===== config.mk =====
export PLATFORM = sky130hd
export DESIGN_NAME = sample_dump_bridge
export DESIGN_NICKNAME = d
export VERILOG_FILES = /design/src/rtl/sample_dump_pkg.sv /design/src/rtl/dump_fifo.sv /design/src/rtl/sample_dump_bridge.sv
export SDC_FILE = /design/constraint.sdc
export NUM_CORES = 2
export LEC_CHECK = 0
export ABC_AREA = 1
export BUFFER_PORTS_ARGS = -buffer_cell sky130_fd_sc_hd__buf_4
export CORE_UTILIZATION = 43
export CTS_CLUSTER_DIAMETER = 200
export DETAILED_ROUTE_END_ITERATION = 7
export GPL_TIMING_DRIVEN = 0
export PLACE_DENSITY = 0.59
export SKIP_LAST_GASP = 1
export SLEW_MARGIN = 10
export SYNTH_ARGS = -nofsm -noshare
export SYNTH_HDL_FRONTEND = slang
export SYNTH_SLANG_ARGS = --single-unit

===== constraint.sdc =====
create_clock -name clk -period 4.9 [get_ports clk]
set_input_delay 0.98 -clock clk [delete_from_list [all_inputs] [get_ports clk]]
set_output_delay 0.98 -clock clk [all_outputs]
set_load 0.02 [all_outputs]

===== src/rtl/sample_dump_pkg.sv =====
// Shared types and helpers for the sample capture/dump bridge.
// Parser/serializer state encodings and command-byte field positions.
package sample_dump_pkg;

    typedef enum logic [1:0] {
        P_IDLE,
        P_B1,
        P_EXEC
    } p_state_t;

    typedef enum logic [2:0] {
        S_IDLE,
        S_LOAD,
        S_BYTE,
        S_WAIT,
        S_TERM
    } s_state_t;

    localparam int CMD_CAPTURE_BIT = 7;
    localparam int CMD_ADDR_MSB    = 3;

    // Bytes needed to carry one channel sample, zero-extended.
    function automatic int bytes_per_ch(input int sample_w);
        return (sample_w + 7) / 8;
    endfunction

endpackage


===== src/rtl/dump_fifo.sv =====
// Synchronous show-ahead FIFO; full is the pre-pop state, so a push into a
// full FIFO is dropped even when a pop happens in the same cycle.
module dump_fifo #(
    parameter int W     = 32,
    parameter int DEPTH = 64
) (
    input  logic         clk,
    input  logic         rst,
    input  logic         push,
    input  logic         pop,
    input  logic [W-1:0] wr_data,
    output logic [W-1:0] rd_data,
    output logic         full,
    output logic         empty
);

    localparam int AW = $clog2(DEPTH);

    logic [W-1:0] mem [DEPTH];
    logic [AW:0]  wr_ptr, rd_ptr;
    logic         wr_en, rd_en;

    // Extra pointer MSB distinguishes full from empty when the indices match.
    assign empty   = (wr_ptr == rd_ptr);
    assign full    = (wr_ptr[AW] != rd_ptr[AW]) && (wr_ptr[AW-1:0] == rd_ptr[AW-1:0]);
    assign wr_en   = push && !full;
    assign rd_en   = pop && !empty;
    assign rd_data = mem[rd_ptr[AW-1:0]];

    always_ff @(posedge clk or negedge rst) begin
        if (!rst) begin
            wr_ptr <= '0;
            rd_ptr <= '0;
        end else begin
            if (wr_en) wr_ptr <= wr_ptr + (AW+1)'(1);
            if (rd_en) rd_ptr <= rd_ptr + (AW+1)'(1);
        end
    end

    always_ff @(posedge clk) begin
        if (wr_en) mem[wr_ptr[AW-1:0]] <= wr_data;
    end

endmodule


===== src/rtl/sample_dump_bridge.sv =====
// Host command parser, sample capture into dump_fifo, and byte serializer.
// Define SAMPLE_SEQ_EN to prefix every frame with an 8-bit sample sequence byte.
module sample_dump_bridge
    import sample_dump_pkg::*;
#(
    parameter int         SAMPLE_W   = 16,
    parameter int         CHANNELS   = 2,
    parameter int         FIFO_DEPTH = 64,
    parameter logic [7:0] TERM_BYTE  = 8'h00,
    parameter int         RX_TIMEOUT = 4800
) (
    input  logic                         clk,
    input  logic                         rst,
    input  logic                         smp_stb,
    input  logic [CHANNELS*SAMPLE_W-1:0] smp_dat,
    input  logic                         rx_stb,
    input  logic [7:0]                   rx_dat,
    input  logic                         tx_busy,
    output logic                         tx_start,
    output logic [7:0]                   tx_dat,
    output logic                         reg_we,
    output logic [3:0]                   reg_addr,
    output logic [7:0]                   reg_data,
    output logic                         capturing,
    output logic                         overflow
);

    localparam int BPC = bytes_per_ch(SAMPLE_W);
    localparam int DW  = CHANNELS * SAMPLE_W;
`ifdef SAMPLE_SEQ_EN
    localparam int SEQ_B = 1;
`else
    localparam int SEQ_B = 0;
`endif
    localparam int NB = CHANNELS * BPC + SEQ_B;
    localparam int FW = DW + 8 * SEQ_B;
    localparam int TW = $clog2(RX_TIMEOUT + 1);
    localparam int IW = $clog2(NB + 1);

    // ---------------- command parser ----------------
    p_state_t    p_state, p_next;
    logic [7:0]  byte0, byte1;
    logic [TW-1:0] to_cnt;
    logic        exec, is_cap;
    logic        unused_cmd_bits;

    assign exec            = (p_state == P_EXEC);
    assign is_cap          = byte0[CMD_CAPTURE_BIT];
    assign unused_cmd_bits = ^byte0[CMD_CAPTURE_BIT-1:CMD_ADDR_MSB+1];

    always_comb begin
        p_next = p_state;
        case (p_state)
            P_IDLE: if (rx_stb) p_next = P_B1;
            P_B1: begin
                if (rx_stb)                             p_next = P_EXEC;
                else if (to_cnt == TW'(RX_TIMEOUT - 1)) p_next = P_IDLE;
            end
            P_EXEC:  p_next = P_IDLE;
            default: p_next = P_IDLE;
        endcase
    end

    always_ff @(posedge clk or negedge rst) begin
        if (!rst) begin
            p_state  <= P_IDLE;
            byte0    <= '0;
            byte1    <= '0;
            to_cnt   <= '0;
            reg_we   <= 1'b0;
            reg_addr <= '0;
            reg_data <= '0;
        end else begin
            p_state <= p_next;
            if (p_state == P_IDLE && rx_stb) byte0 <= rx_dat;
            if (p_state == P_B1 && rx_stb)   byte1 <= rx_dat;
            to_cnt <= (p_state == P_B1) ? to_cnt + TW'(1) : '0;
            reg_we <= exec && !is_cap;
            if (exec && !is_cap) begin
                reg_addr <= byte0[CMD_ADDR_MSB:0];
                reg_data <= byte1;
            end
        end
    end

    // ---------------- capture path ----------------
    logic [8:0]    remaining;
    logic          smp_take;
    logic          fifo_full, fifo_empty, fifo_pop;
    logic [FW-1:0] fifo_wr, fifo_rd;

    assign smp_take = capturing && smp_stb && (remaining != 9'd0);

`ifdef SAMPLE_SEQ_EN
    logic [7:0] seq;
    // Dropped samples still advance the sequence so the host can see gaps.
    always_ff @(posedge clk or negedge rst) begin
        if (!rst)                seq <= '0;
        else if (exec && is_cap) seq <= '0;
        else if (smp_take)       seq <= seq + 8'd1;
    end
    assign fifo_wr = {smp_dat, seq};
`else
    assign fifo_wr = smp_dat;
`endif

    always_ff @(posedge clk or negedge rst) begin
        if (!rst) begin
            capturing <= 1'b0;
            remaining <= '0;
            overflow  <= 1'b0;
        end else if (exec && is_cap) begin
            capturing <= 1'b1;
            remaining <= (byte1 == 8'd0) ? 9'd256 : {1'b0, byte1};
            overflow  <= 1'b0;
        end else begin
            if (smp_take)                        remaining <= remaining - 9'd1;
            if (capturing && remaining == 9'd0)  capturing <= 1'b0;
            if (smp_take && fifo_full)           overflow  <= 1'b1;
        end
    end

    dump_fifo #(
        .W     (FW),
        .DEPTH (FIFO_DEPTH)
    ) u_fifo (
        .clk     (clk),
        .rst     (rst),
        .push    (smp_take),
        .pop     (fifo_pop),
        .wr_data (fifo_wr),
        .rd_data (fifo_rd),
        .full    (fifo_full),
        .empty   (fifo_empty)
    );

    // ---------------- serializer ----------------
    s_state_t              s_state, s_next;
    logic [NB-1:0][7:0]    frame_q, frame_d;
    logic [BPC*8-1:0]      ext;
    logic [IW-1:0]         idx;

    // Frame byte 0 goes out first: channel 0 MSB byte first, zero-extended.
    always_comb begin
        frame_d = '0;
        ext     = '0;
        for (int c = 0; c < CHANNELS; c++) begin
            ext = '0;
            ext[SAMPLE_W-1:0] = fifo_rd[SEQ_B*8 + c*SAMPLE_W +: SAMPLE_W];
            for (int k = 0; k < BPC; k++)
                frame_d[SEQ_B + c*BPC + k] = ext[8*(BPC-1-k) +: 8];
        end
`ifdef SAMPLE_SEQ_EN
        frame_d[0] = fifo_rd[7:0];
`endif
    end

    // S_WAIT is the guard cycle after each tx_start, since tx_busy rises late.
    always_comb begin
        s_next   = s_state;
        tx_start = 1'b0;
        tx_dat   = 8'h00;
        fifo_pop = 1'b0;
        case (s_state)
            S_IDLE: if (!fifo_empty && !tx_busy) s_next = S_LOAD;
            S_LOAD: begin
                fifo_pop = 1'b1;
                s_next   = S_BYTE;
            end
            S_BYTE: if (!tx_busy) begin
                tx_start = 1'b1;
                tx_dat   = frame_q[0];
                s_next   = S_WAIT;
            end
            S_WAIT: s_next = (idx == IW'(NB)) ? S_TERM : S_BYTE;
            S_TERM: if (!tx_busy) begin
                tx_start = 1'b1;
                tx_dat   = TERM_BYTE;
                s_next   = S_IDLE;
            end
            default: s_next = S_IDLE;
        endcase
    end

    always_ff @(posedge clk or negedge rst) begin
        if (!rst) begin
            s_state <= S_IDLE;
            frame_q <= '0;
            idx     <= '0;
        end else begin
            s_state <= s_next;
            if (s_state == S_LOAD) begin
                frame_q <= frame_d;
                idx     <= '0;
            end else if (s_state == S_BYTE && !tx_busy) begin
                frame_q <= frame_q >> 8;
                idx     <= idx + IW'(1);
            end
        end
    end

endmodule


==> results_dict.tcl <==
set metrics [dict create \
    h-tree-depth 4 \
    setup_tns_ps 0 \
    via_per_inst 5.780 \
    die_area_sq_um 209600 \
    ir_worst_vdd_mv 0.3682 \
    r2r_cells 10 \
    power_density_nw_per_um2 574.0 \
    cp_max_fo 17 \
    finalClockSkew_ps 32.74 \
    drt-initial-drc-count 11067 \
    status "complete, but fails checks" \
    yosysTopAreaCellShare_pct 68.85 \
    yosysMostFrequentCell "nand2_1" \
    ys_seq_elements 2152 \
    cp-end-kind "register" \
    port_buffers 68 \
    layout.nets 8498 \
    rows 166 \
    worstSetupPathType "reg2reg" \
    grt_first_pass_wirelength_um 475200 \
    grt_max_degree 65 \
    clockBufferDepth 3 \
    postCtsSetupRepairBufs 0 \
    power_mw 58.96 \
    setup_viol 0 \
    syn_avg_cell_area_sq_um 11.08 \
    rsz0062_at_grt "false" \
    drt-total-wl_um 350200 \
    r2r_slack_ps 330 \
    post_synth_num_cell_types 37 \
    placed_area_sq_um 95600 \
    io_pins 69 \
    max-cap-violations 0 \
    timing.final.crit_share_pct 93.32 \
    num_vias 65510 \
    tightest_slew_ps 1482 \
    numCtsBuffers 222 \
    nFillCells 17970 \
    crit_required_ps 5460 \
    syn_nets 8112 \
    synth_edf_count 2048 \
    use_met1_pct 43.21 \
    hold_viol_final 0 \
    fin_util_pct 50.00 \
    cts_root_buf "clkbuf_16" \
    yosys_warnings 0 \
    drive_gt1_share_pct 9.074 \
    regToRegStartpoint "remaining[0]" \
    final_area_sq_um 102700 \
    ant_nets 0 \
    synth_commonest_cells "nand2_1 (2090), edfxtp_1 (2048), nor2_1 (1094)" \
    synth_ff_type "edfxtp_1" \
    gp_congestion 1.016 \
    grtUsageMet2_pct 48.46 \
    post_cts_resized 0 \
    grt_busiest_layer "met2" \
    area_growth_pct 14.99 \
    wl_per_cell_um 30.90 \
    hold_buffers 0 \
    synth_top_cells_by_area "edfxtp_1 (69%), nand2_1 (8.8%), nor2_1 (4.6%)" \
    critPathArrivalTime_ps 5130 \
    worst_setup_path_start_kind "register" \
    syn_inst 8061 \
    grt_pass1_vias 60195 \
    grt_overflow 0 \
    hold_path.class "in2async" \
    violations "design-rule violations" \
    max_slew_margin_pct 1.186 \
    drcViolationCount 1 \
    cellLeakagePower_nw 38.72 \
    slew_viol_final 0 \
    synth.largest_area_cell "edfxtp_1" \
    die_h_um 457.8 \
    start_util_pct 43.48 \
    hpwl_um 239700 \
    asyncSetResetFlopFracSynth_pct 4.833 \
    drtPass1Iterations 8 \
    cts_sinks 2152 \
    grt_antenna_before_repair 24 \
    cts_tree "yes" \
    grt.met3_usage_pct 8.874 \
    max_freq_mhz 218.7 \
    core_area_sq_um 205400 \
    clk_pin_slew_worst_paths_ps 60 \
    track_usage_pct 33.00 \
    min_period_ps 4573 \
    seq_area_frac_synth_pct 71.76 \
    mappedNetlistArea_sq_um 89320 \
    r2r_end "u_fifo.mem[42][17]" \
    die_w_um 457.8 \
    clock_latency_ps 890 \
]
cell families after synthesis:
kind of cell	share of synthesized area [%]
simple gates	17.43
flops	71.76
buf+inv	5.111
compound gates	5.463
xor+xnor	0.1471
fa+ha+maj	0.08404
through the flow:
step	setup WS, ps	instances	hold WS [ps]
floorplan	351.6	8061	432.9
global placement	-3521	10817	449.4
detailed placement	125.4	10909	461.0
CTS	402.2	11315	15.54
global route	302.9	11317	48.82
finish	327.3	11334	34.43
metal layers:
metal	vias up	part of all wire [%]	wire length (um)
li1	28055	-	-
met1	32176	37	130900
met2	4391	43	149800
met3	880	12	42970
met4	8	7.6	26530
met5	-	0.018	63
final cells by class:
class,count,area (sq um),area share [%]
tap,2688,3363,3.274
buffer,444,2097,2.042
multi-input combinational,4807,21130,20.57
inverter,658,2470,2.405
clock buffer,283,5856,5.701
sequential,2152,64100,62.41
antenna,17,42.54,0.04142
timing repair buffer,162,2467,2.402
clock inverter,123,1182,1.151
worst max-delay path by stage:
stage	start	to
detailed placement	smp_stb	u_fifo.mem[50][15]
floorplan	smp_stb	u_fifo.mem[63][0]
CTS	remaining[0]	u_fifo.mem[18][19]
global placement	smp_stb	u_fifo.mem[63][14]
global route	remaining[0]	u_fifo.mem[18][19]
finish	remaining[0]	u_fifo.mem[42][17]
state kept, by name, indices dropped and copies added (netlist names):
name / flops
reg_addr: 4
u_fifo.wr_ptr: 7
idx: 3
to_cnt: 13
remaining: 9
s_state: 3
frame_q: 32
byte1: 8
overflow: 1
u_fifo.rd_ptr: 7
byte0: 5
u_fifo.mem: 2048
capturing: 1
p_state: 2
reg_data: 8
reg_we: 1
critical path, cell delays in order, from the launching register on:
cell and delay [ps]:
dfrtp_1 320, inv_1 70, ha_1 230, nand3_1 120, nor3_1 90, nor3_2 610, nand2_1 350, inv_2 140
nand4_1 880, nor2_4 1110, buf_12 280
placed cells by master, fill, tap and decap left out, drive strengths merged, types with 121 or more instances in the layout:
master / n
buf: 440
nand2: 2091
o21ai: 611
edfxtp: 2048
o211ai: 121
nor2: 1094
a21oi: 125
clkbuf: 449
inv: 662
nand3: 662
where the power goes:
group | switching [mW] | total (mW) | internal, mW
clock | 7.41 | 16.7 | 9.29
sequential | 0.302 | 21.1 | 20.8
combinational | 16.5 | 21.2 | 4.67
total | 24.2 | 59.0 | 34.7
(Power assumes the default switching activity.)
